===== src/rtl/int_to_fp16_if.sv =====
// Beat-level bus for the multi-lane integer to fp16 converter: input beat with
// per-beat mode bits, output beat with per-lane overflow flags.
interface int_to_fp16_if #(
    parameter int IN_W  = 16,
    parameter int LANES = 4
);
    logic                  in_valid;
    logic                  in_ready;
    logic [LANES*IN_W-1:0] in_data;
    logic                  sgn_mode;
    logic                  rnd_mode;
    logic                  sat_en;
    logic                  out_valid;
    logic                  out_ready;
    logic [LANES*16-1:0]   out_data;
    logic [LANES-1:0]      out_ovf;

    modport master (
        output in_valid, in_data, sgn_mode, rnd_mode, sat_en, out_ready,
        input  in_ready, out_valid, out_data, out_ovf
    );

    modport slave (
        input  in_valid, in_data, sgn_mode, rnd_mode, sat_en, out_ready,
        output in_ready, out_valid, out_data, out_ovf
    );
endinterface


===== src/rtl/int_to_fp16_pipe.sv =====
// Three-stage, multi-lane integer to IEEE-754 half converter with valid/ready
// flow control. Each lane: abs value -> normalise -> round/overflow/pack.
module int_to_fp16_lane #(
    parameter int IN_W = 16
) (
    input  logic            clk,
    input  logic            rst_n,
    input  logic            ld1,
    input  logic            ld2,
    input  logic            ld3,
    input  logic [IN_W-1:0] x,
    input  logic            sgn_mode,
    input  logic            rnd_mode,
    input  logic            sat_en,
    output logic [15:0]     res,
    output logic            ovf
);
    localparam int MW = IN_W + 1;   // one extra bit keeps |most negative|
    localparam int NW = MW + 11;    // padding so guard/sticky always exist
    localparam int PW = 6;

    // S1: sign and magnitude
    logic          neg_c;
    logic [MW-1:0] x_ext, abs_c;
    logic          s1_neg;
    logic [MW-1:0] s1_mag;

    always_comb begin
        neg_c = sgn_mode & x[IN_W-1];
        x_ext = {neg_c, x};
        abs_c = neg_c ? (~x_ext + MW'(1)) : x_ext;
    end

    always_ff @(posedge clk or negedge rst_n) begin
        if (!rst_n) begin
            s1_neg <= 1'b0;
            s1_mag <= '0;
        end else if (ld1) begin
            s1_neg <= neg_c;
            s1_mag <= abs_c;
        end
    end

    // S2: leading-one position and left-justified magnitude
    logic [PW-1:0] p_c;
    logic [MW-1:0] nrm_c;
    logic          s2_neg;
    logic [PW-1:0] s2_p;
    logic [MW-1:0] s2_nrm;

    always_comb begin
        p_c = '0;
        for (int i = 0; i < MW; i++)
            if (s1_mag[i]) p_c = PW'(i);
        nrm_c = s1_mag << (PW'(MW - 1) - p_c);
    end

    always_ff @(posedge clk or negedge rst_n) begin
        if (!rst_n) begin
            s2_neg <= 1'b0;
            s2_p   <= '0;
            s2_nrm <= '0;
        end else if (ld2) begin
            s2_neg <= s1_neg;
            s2_p   <= p_c;
            s2_nrm <= nrm_c;
        end
    end

    // S3: round, overflow, pack. The normalised MSB doubles as the non-zero flag.
    logic [NW-1:0] ext;
    logic [9:0]    mant;
    logic          g, st, inc, nz, ovf_c;
    logic [10:0]   mr;
    logic [6:0]    e;
    logic [15:0]   res_c;

    always_comb begin
        ext   = {s2_nrm, 11'b0};
        nz    = ext[NW-1];
        mant  = ext[NW-2 -: 10];
        g     = ext[NW-12];
        st    = |ext[NW-13:0];
        inc   = rnd_mode & g & (st | mant[0]);
        mr    = {1'b0, mant} + {10'b0, inc};
        e     = 7'd15 + {1'b0, s2_p} + {6'b0, mr[10]};
        ovf_c = nz & (e >= 7'd31);
        res_c = 16'h0000;
        if (ovf_c)
            res_c = sat_en ? {s2_neg, 15'h7BFF} : {s2_neg, 5'h1F, 10'h000};
        else if (nz)
            res_c = {s2_neg, e[4:0], mr[9:0]};
    end

    always_ff @(posedge clk or negedge rst_n) begin
        if (!rst_n) begin
            res <= 16'h0000;
            ovf <= 1'b0;
        end else if (ld3) begin
            res <= res_c;
            ovf <= ovf_c;
        end
    end
endmodule

module int_to_fp16_pipe #(
    parameter int IN_W  = 16,
    parameter int LANES = 4
) (
    input logic           clk,
    input logic           rst_n,
    int_to_fp16_if.slave  bus
);
    localparam int STAGES = 3;

    logic [STAGES:1]        vld_pipe;
    logic                   en1, en2, en3;
    logic                   rnd1, sat1, rnd2, sat2;
    logic [LANES-1:0][15:0] res;
    logic [LANES-1:0]       ovf;

    // a stage may load when it is empty or its contents move on this edge
    assign en3 = ~vld_pipe[3] | bus.out_ready;
    assign en2 = ~vld_pipe[2] | en3;
    assign en1 = ~vld_pipe[1] | en2;

    assign bus.in_ready  = en1;
    assign bus.out_valid = vld_pipe[3];
    assign bus.out_data  = res;
    assign bus.out_ovf   = ovf;

    always_ff @(posedge clk or negedge rst_n) begin
        if (!rst_n) begin
            vld_pipe <= '0;
        end else begin
            if (en1) vld_pipe[1] <= bus.in_valid;
            if (en2) vld_pipe[2] <= vld_pipe[1];
            if (en3) vld_pipe[3] <= vld_pipe[2];
        end
    end

    // rounding and saturation modes ride alongside their beat
    always_ff @(posedge clk or negedge rst_n) begin
        if (!rst_n) begin
            rnd1 <= 1'b0;
            sat1 <= 1'b0;
            rnd2 <= 1'b0;
            sat2 <= 1'b0;
        end else begin
            if (en1 & bus.in_valid) begin
                rnd1 <= bus.rnd_mode;
                sat1 <= bus.sat_en;
            end
            if (en2 & vld_pipe[1]) begin
                rnd2 <= rnd1;
                sat2 <= sat1;
            end
        end
    end

    for (genvar g = 0; g < LANES; g++) begin : g_lane
        int_to_fp16_lane #(.IN_W(IN_W)) u_lane (
            .clk      (clk),
            .rst_n    (rst_n),
            .ld1      (en1 & bus.in_valid),
            .ld2      (en2 & vld_pipe[1]),
            .ld3      (en3 & vld_pipe[2]),
            .x        (bus.in_data[g*IN_W +: IN_W]),
            .sgn_mode (bus.sgn_mode),
            .rnd_mode (rnd2),
            .sat_en   (sat2),
            .res      (res[g]),
            .ovf      (ovf[g])
        );
    end
endmodule


===== src/flat_wrapper.sv =====
// flat-port wrapper written by rule: the top's interface ports become plain ports
module int_to_fp16_pipe_flat 
#(
    parameter int IN_W  = 16,
    parameter int LANES = 4
)
  (clk, rst_n, bus_in_valid, bus_in_data, bus_sgn_mode, bus_rnd_mode, bus_sat_en, bus_out_ready, bus_in_ready, bus_out_valid, bus_out_data, bus_out_ovf);
  int_to_fp16_if #(.IN_W(IN_W), .LANES(LANES)) bus_i ();
  input logic clk;
  input logic rst_n;
  input wire logic [$bits(bus_i.in_valid)-1:0] bus_in_valid;
  input wire logic [$bits(bus_i.in_data)-1:0] bus_in_data;
  input wire logic [$bits(bus_i.sgn_mode)-1:0] bus_sgn_mode;
  input wire logic [$bits(bus_i.rnd_mode)-1:0] bus_rnd_mode;
  input wire logic [$bits(bus_i.sat_en)-1:0] bus_sat_en;
  input wire logic [$bits(bus_i.out_ready)-1:0] bus_out_ready;
  output wire logic [$bits(bus_i.in_ready)-1:0] bus_in_ready;
  output wire logic [$bits(bus_i.out_valid)-1:0] bus_out_valid;
  output wire logic [$bits(bus_i.out_data)-1:0] bus_out_data;
  output wire logic [$bits(bus_i.out_ovf)-1:0] bus_out_ovf;
  assign bus_i.in_valid = bus_in_valid;
  assign bus_i.in_data = bus_in_data;
  assign bus_i.sgn_mode = bus_sgn_mode;
  assign bus_i.rnd_mode = bus_rnd_mode;
  assign bus_i.sat_en = bus_sat_en;
  assign bus_i.out_ready = bus_out_ready;
  assign bus_in_ready = bus_i.in_ready;
  assign bus_out_valid = bus_i.out_valid;
  assign bus_out_data = bus_i.out_data;
  assign bus_out_ovf = bus_i.out_ovf;
  int_to_fp16_pipe #(.IN_W(IN_W), .LANES(LANES)) u_core (.clk(clk), .rst_n(rst_n), .bus(bus_i));
endmodule

===== config.mk =====
export PLATFORM = sky130hd
export DESIGN_NAME = int_to_fp16_pipe_flat
export DESIGN_NICKNAME = d
export VERILOG_FILES = /design/src/rtl/int_to_fp16_if.sv /design/src/rtl/int_to_fp16_pipe.sv /design/src/flat_wrapper.sv
export SDC_FILE = /design/constraint.sdc
export NUM_CORES = 1
export LEC_CHECK = 0
export BUFFER_PORTS_ARGS = -buffer_cell sky130_fd_sc_hd__buf_2
export CORE_MARGIN = 1.5
export CORE_UTILIZATION = 45
export CTS_CLUSTER_SIZE = 28
export DETAILED_ROUTE_END_ITERATION = 7
export PLACE_DENSITY_LB_ADDON = 0.15
export SYNTH_ARGS = -nofsm -noshare
export SYNTH_HDL_FRONTEND = slang
export SYNTH_SLANG_ARGS = --single-unit

===== constraint.sdc =====
create_clock -name clk -period 4.1 [get_ports clk]
set_input_delay 0.82 -clock clk [delete_from_list [all_inputs] [get_ports clk]]
set_output_delay 0.82 -clock clk [all_outputs]
set_load 0.1 [all_outputs]

==> metrics.txt <==
# TYPE chip_impl_metric gauge
chip_impl_info{name="outcome",value="complete, no violations"} 1
chip_impl_metric{name="layout.core_utilization",unit="%"} 52.22
chip_impl_metric{name="antenna_found_initial",unit=""} 1
chip_impl_metric{name="synth_cell_area",unit="mm²"} 0.01503
chip_impl_metric{name="synth.distinct_cells",unit=""} 85
chip_impl_metric{name="grt_max_degree",unit=""} 97
chip_impl_info{name="timing.critical_path.from_type",value="flip-flop"} 1
chip_impl_metric{name="max_slew_violation_count",unit=""} 0
chip_impl_metric{name="critPathBufInv",unit=""} 1
chip_impl_metric{name="max-slew-margin-rel",unit="%"} 33.85
chip_impl_metric{name="final_clock_skew",unit="ns"} 0.02172
chip_impl_metric{name="tritoncts.num_buffers",unit=""} 27
chip_impl_metric{name="core_area",unit="mm²"} 0.03270
chip_impl_info{name="grt_setup_unrepaired",value="false"} 1
chip_impl_metric{name="dr.pass1.iters",unit=""} 8
chip_impl_metric{name="post-cts-setup-buffer-count",unit=""} 0
chip_impl_metric{name="flow.area_growth_from_synthesis",unit="%"} 13.61
chip_impl_info{name="clk_root_buffer_cell",value="sky130_fd_sc_hd__clkbuf_16"} 1
chip_impl_metric{name="synth_seq_cells",unit=""} 239
chip_impl_metric{name="cp.arrival",unit="ns"} 4.18
chip_impl_info{name="path_common_cell",value="sky130_fd_sc_hd__nor3_1"} 1
chip_impl_metric{name="num-fill-cells",unit=""} 3144
chip_impl_metric{name="grt_pass1_vias",unit=""} 11840
chip_impl_info{name="rr_endpoint",value="u_core.g_lane[0].u_lane.s2_nrm[14]"} 1
chip_impl_metric{name="dr_wl_met2",unit="mm"} 14.93
chip_impl_metric{name="nNetsFinal",unit=""} 1932
chip_impl_metric{name="avgViaCountPerCell",unit=""} 5.609
chip_impl_metric{name="r2r_setup_slack",unit="ns"} 0.35
chip_impl_metric{name="floorplan.die.height",unit="µm"} 185.8
chip_impl_metric{name="fmax",unit="MHz"} 266.7
chip_impl_info{name="synthFlopType",value="sky130_fd_sc_hd__dfrtp_1"} 1
chip_impl_metric{name="clkSinkCount",unit=""} 239
chip_impl_metric{name="clkTransAtPathRegs",unit="ns"} 0.07
chip_impl_info{name="critical_path_cell_by_cell",value="nor3_1 -> o21ai_1 -> a211o_1 -> nand2_2 -> inv_2 -> ha_1 -> mux4_2 -> a221oi_1 -> nor3_1 -> a311o_1"} 1
chip_impl_info{name="tritoncts",value="yes"} 1
chip_impl_metric{name="worst_skew_pair.late_latency",unit="ns"} 0.55
chip_impl_metric{name="critPathRequiredTime",unit="ns"} 4.53
chip_impl_info{name="dr.max_layer_used",value="met5"} 1
chip_impl_metric{name="tightestPinTransition",unit="ns"} 0.9852
chip_impl_metric{name="route.detailed.wl_per_inst",unit="µm"} 16.92
chip_impl_info{name="source_of_the_worst_register_to_register_timing_path",value="u_core.g_lane[0].u_lane.s1_mag[12]"} 1
chip_impl_metric{name="place.detailed.hpwl",unit="mm"} 29.27
chip_impl_metric{name="post_route_cells_drive_above_1_share",unit="%"} 13.87
chip_impl_metric{name="grt_remaining_overflow",unit=""} 0
chip_impl_metric{name="power.ir.vdd_worst",unit="mV"} 0.5904
chip_impl_info{name="criticalPathCategory",value="flip-flop to flip-flop"} 1
chip_impl_metric{name="cts_max_level",unit=""} 1
chip_impl_metric{name="drt_iter0_drc",unit=""} 1152
chip_impl_metric{name="hold_slack",unit="ns"} 0.2750
chip_impl_metric{name="grt.total_usage",unit="%"} 22.65
chip_impl_metric{name="critical_path.max_stage_delay",unit="ns"} 0.73
chip_impl_metric{name="number_of_synthesized_flops_with_an_enable_pin",unit=""} 0
chip_impl_metric{name="synth_nets",unit=""} 1833
chip_impl_metric{name="leakage",unit="nW"} 7.684
chip_impl_metric{name="i_o_pin_count",unit=""} 141
chip_impl_metric{name="remaining_drc_errors",unit=""} 0
chip_impl_metric{name="antenna_cells",unit=""} 0
chip_impl_metric{name="share_of_the_clock_period_used_by_the_worst_path",unit="%"} 91.46
chip_impl_info{name="ys_top_cells_by_area",value="sky130_fd_sc_hd__dfrtp_1, sky130_fd_sc_hd__nand2_1, sky130_fd_sc_hd__o21ai_0"} 1
chip_impl_metric{name="detailroute.via_count",unit=""} 12910
chip_impl_info{name="crit_path_top_delay_cell",value="sky130_fd_sc_hd__ha_1"} 1
chip_impl_metric{name="worst-r2r-cell-count",unit=""} 10
chip_impl_metric{name="route.layer.met1.wl",unit="mm"} 21.29
chip_impl_metric{name="finalWeightedCongestion",unit=""} 0.8559
chip_impl_metric{name="synthesized_netlist_cell_count",unit=""} 1742
chip_impl_metric{name="finalWirelength",unit="mm"} 38.95
chip_impl_metric{name="dr_wl_met3",unit="mm"} 2.206
chip_impl_metric{name="synthesis.yosys.warnings",unit=""} 0
chip_impl_metric{name="crit_fanout",unit=""} 20
chip_impl_metric{name="synth_area_per_cell",unit="µm²"} 8.628
chip_impl_info{name="end_kind",value="flip-flop"} 1
chip_impl_metric{name="placementRows",unit=""} 66
chip_impl_metric{name="max-clock-path-buffers",unit=""} 3
chip_impl_info{name="worst_hold_path_type",value="primary input to asynchronous set/reset pin"} 1
chip_impl_metric{name="preCtsSetupSlack",unit="ns"} 0.3035
chip_impl_metric{name="max-cap-violations",unit=""} 0
chip_impl_metric{name="fin_setup_tns",unit="ns"} 0
chip_impl_metric{name="final_cell_area",unit="mm²"} 0.01708
chip_impl_info{name="crit_family",value="compound AO/OA/AOI/OAI gates"} 1
chip_impl_metric{name="synth_sequential_area_ratio",unit="%"} 39.79
chip_impl_metric{name="setup_ws",unit="ns"} 0.3503
chip_impl_info{name="setup.worst_path.start",value="u_core.g_lane[0].u_lane.s1_mag[12]"} 1
chip_impl_metric{name="postCtsHoldBufs",unit=""} 0
chip_impl_metric{name="powerDensity",unit="mW/mm²"} 713.9
chip_impl_metric{name="final_antenna_net_count",unit=""} 0
chip_impl_metric{name="postPlaceCellArea",unit="mm²"} 0.01615
chip_impl_metric{name="asyncSetResetFlopFracSynth",unit="%"} 100.0
chip_impl_metric{name="synth_top_area_share",unit="%"} 39.79
chip_impl_metric{name="initial_core_util",unit="%"} 45.96
chip_impl_metric{name="final_period_minus_worst_setup_slack",unit="ns"} 3.750
chip_impl_metric{name="floorplan.die.width",unit="µm"} 185.8
chip_impl_metric{name="grt_first_pass_wirelength",unit="mm"} 63.52
chip_impl_metric{name="numPortBuffers",unit=""} 140
chip_impl_metric{name="finalSetupViolCount",unit=""} 0
chip_impl_metric{name="die_area",unit="mm²"} 0.03451
chip_impl_info{name="synthDominantAreaCellType",value="sky130_fd_sc_hd__dfrtp_1"} 1
chip_impl_metric{name="report.final.hold_viol_count",unit=""} 0
worst max-delay path by stage:
stage                                              end  slack [ns]  depth (start not counted)
global route        u_core.g_lane[0].u_lane.s2_nrm[14]        0.05                         10
finish              u_core.g_lane[0].u_lane.s2_nrm[14]        0.35                         10
floorplan           u_core.g_lane[3].u_lane.s2_nrm[16]        0.55                         14
global placement    u_core.g_lane[2].u_lane.s2_nrm[13]        0.47                         12
CTS                 u_core.g_lane[2].u_lane.s2_nrm[13]        0.30                         12
detailed placement  u_core.g_lane[2].u_lane.s2_nrm[13]        0.30                         12
layout make-up:
type                    count  area, µm²  share of cell area, %
well taps                 442      553.0                  3.239
inverters                  62      232.7                  1.363
clock buffers              36      769.5                  4.506
flip-flops and latches    239       5981                  35.02
repair buffers            169      953.4                  5.583
clock inverters            12      150.1                 0.8792
multi-input cells        1342       8437                  49.41
power by group:
part | internal, mW | leakage (nW) | switching [mW] | total [mW]
clock | 1.50 | 0.447 | 0.995 | 2.50
combinational | 1.81 | 4.25 | 4.08 | 5.89
sequential | 3.05 | 2.99 | 0.754 | 3.80
routing by layer:
layer | vias up | GRT usage, %
li1 | 6475 | -
met1 | 6031 | 37.50
met2 | 360 | 30.79
met3 | 43 | 2.915
met4 | 2 | 4.355
met5 | - | 0
kinds of logic after synthesis:
group / count (synthesis) / synth area share, %
xor+xnor: 98 / 5.760
fa+ha+maj: 20 / 1.665
simple gates: 636 / 19.60
flops: 239 / 39.79
mux: 83 / 6.793
compound gates: 505 / 22.18
buf+inv: 161 / 4.212
state kept, by name, summed over array words and instances (netlist names):
name	count
u_core.g_lane.u_lane.s1_mag	68
u_core.vld_pipe	3
u_core.rnd1	1
u_core.sat2	1
u_core.g_lane.u_lane.res	64
u_core.g_lane.u_lane.ovf	4
u_core.g_lane.u_lane.s2_p	20
u_core.rnd2	1
u_core.sat1	1
u_core.g_lane.u_lane.s2_neg	4
u_core.g_lane.u_lane.s1_neg	4
u_core.g_lane.u_lane.s2_nrm	68
synth_stat cells, drive strengths merged (6+ instances only):
cell type	n
a211oi	21
a21o	12
a21oi	76
a22o	21
a31oi	12
a32oi	16
and2	17
and3	28
buf	18
clkbuf	81
dfrtp	239
ha	20
inv	59
mux2i	66
mux4	15
nand2	276
nand2b	23
nand3	34
nor2	137
nor2b	16
nor3	43
nor4	12
o211ai	15
o21a	8
o21ai	195
o221ai	8
o22a	41
o22ai	6
o31ai	22
or3	16
or4	10
xnor2	58
xor2	40
worst register-to-register path, cell delays in order (launching register included):
cell and delay, ns:
sky130_fd_sc_hd__dfrtp_1 0.45, sky130_fd_sc_hd__nor3_1 0.33, sky130_fd_sc_hd__o21ai_1 0.21, sky130_fd_sc_hd__a211o_1 0.32, sky130_fd_sc_hd__nand2_2 0.16, sky130_fd_sc_hd__inv_2 0.14
sky130_fd_sc_hd__ha_1 0.73, sky130_fd_sc_hd__mux4_2 0.64, sky130_fd_sc_hd__a221oi_1 0.32, sky130_fd_sc_hd__nor3_1 0.08, sky130_fd_sc_hd__a311o_1 0.28
per-stage QoR:
stage,power (mW),instances
CTS,12.21,2302
global placement,9.617,2254
global route,12.93,2302
detailed placement,9.685,2254
finish,12.19,2302
floorplan,8.310,1742
cells in the final DEF, fill, tap and decap left out, types with 20 or more instances in the layout:
master                      netlist  routed
sky130_fd_sc_hd__a22o_1          21      21
sky130_fd_sc_hd__nor2_1         136     136
sky130_fd_sc_hd__buf_4            4      27
sky130_fd_sc_hd__a21oi_1         75      75
sky130_fd_sc_hd__nand3_1         34      34
sky130_fd_sc_hd__nor3_1          41      41
sky130_fd_sc_hd__xnor2_1         57      57
sky130_fd_sc_hd__o22a_1          41      41
sky130_fd_sc_hd__o21ai_0        185     185
sky130_fd_sc_hd__xor2_1          40      40
sky130_fd_sc_hd__o31ai_1         22      22
sky130_fd_sc_hd__a211oi_1        20      20
sky130_fd_sc_hd__dfrtp_1        239     239
sky130_fd_sc_hd__nand2b_1        23      23
sky130_fd_sc_hd__buf_2           11     139
sky130_fd_sc_hd__clkbuf_16        0      27
sky130_fd_sc_hd__nand2_1        274     272
sky130_fd_sc_hd__and3_1          28      28
sky130_fd_sc_hd__inv_1           56      56
sky130_fd_sc_hd__ha_1            20      20
sky130_fd_sc_hd__mux2i_1         66      66
what timing repair did:
action | in CTS | in global routing
endpoints found under the setup margin | 0 | 2
gates resized for setup | 0 | 1
hold endpoints to repair | 0 | 0
Power figures use the tool's default switching activity.
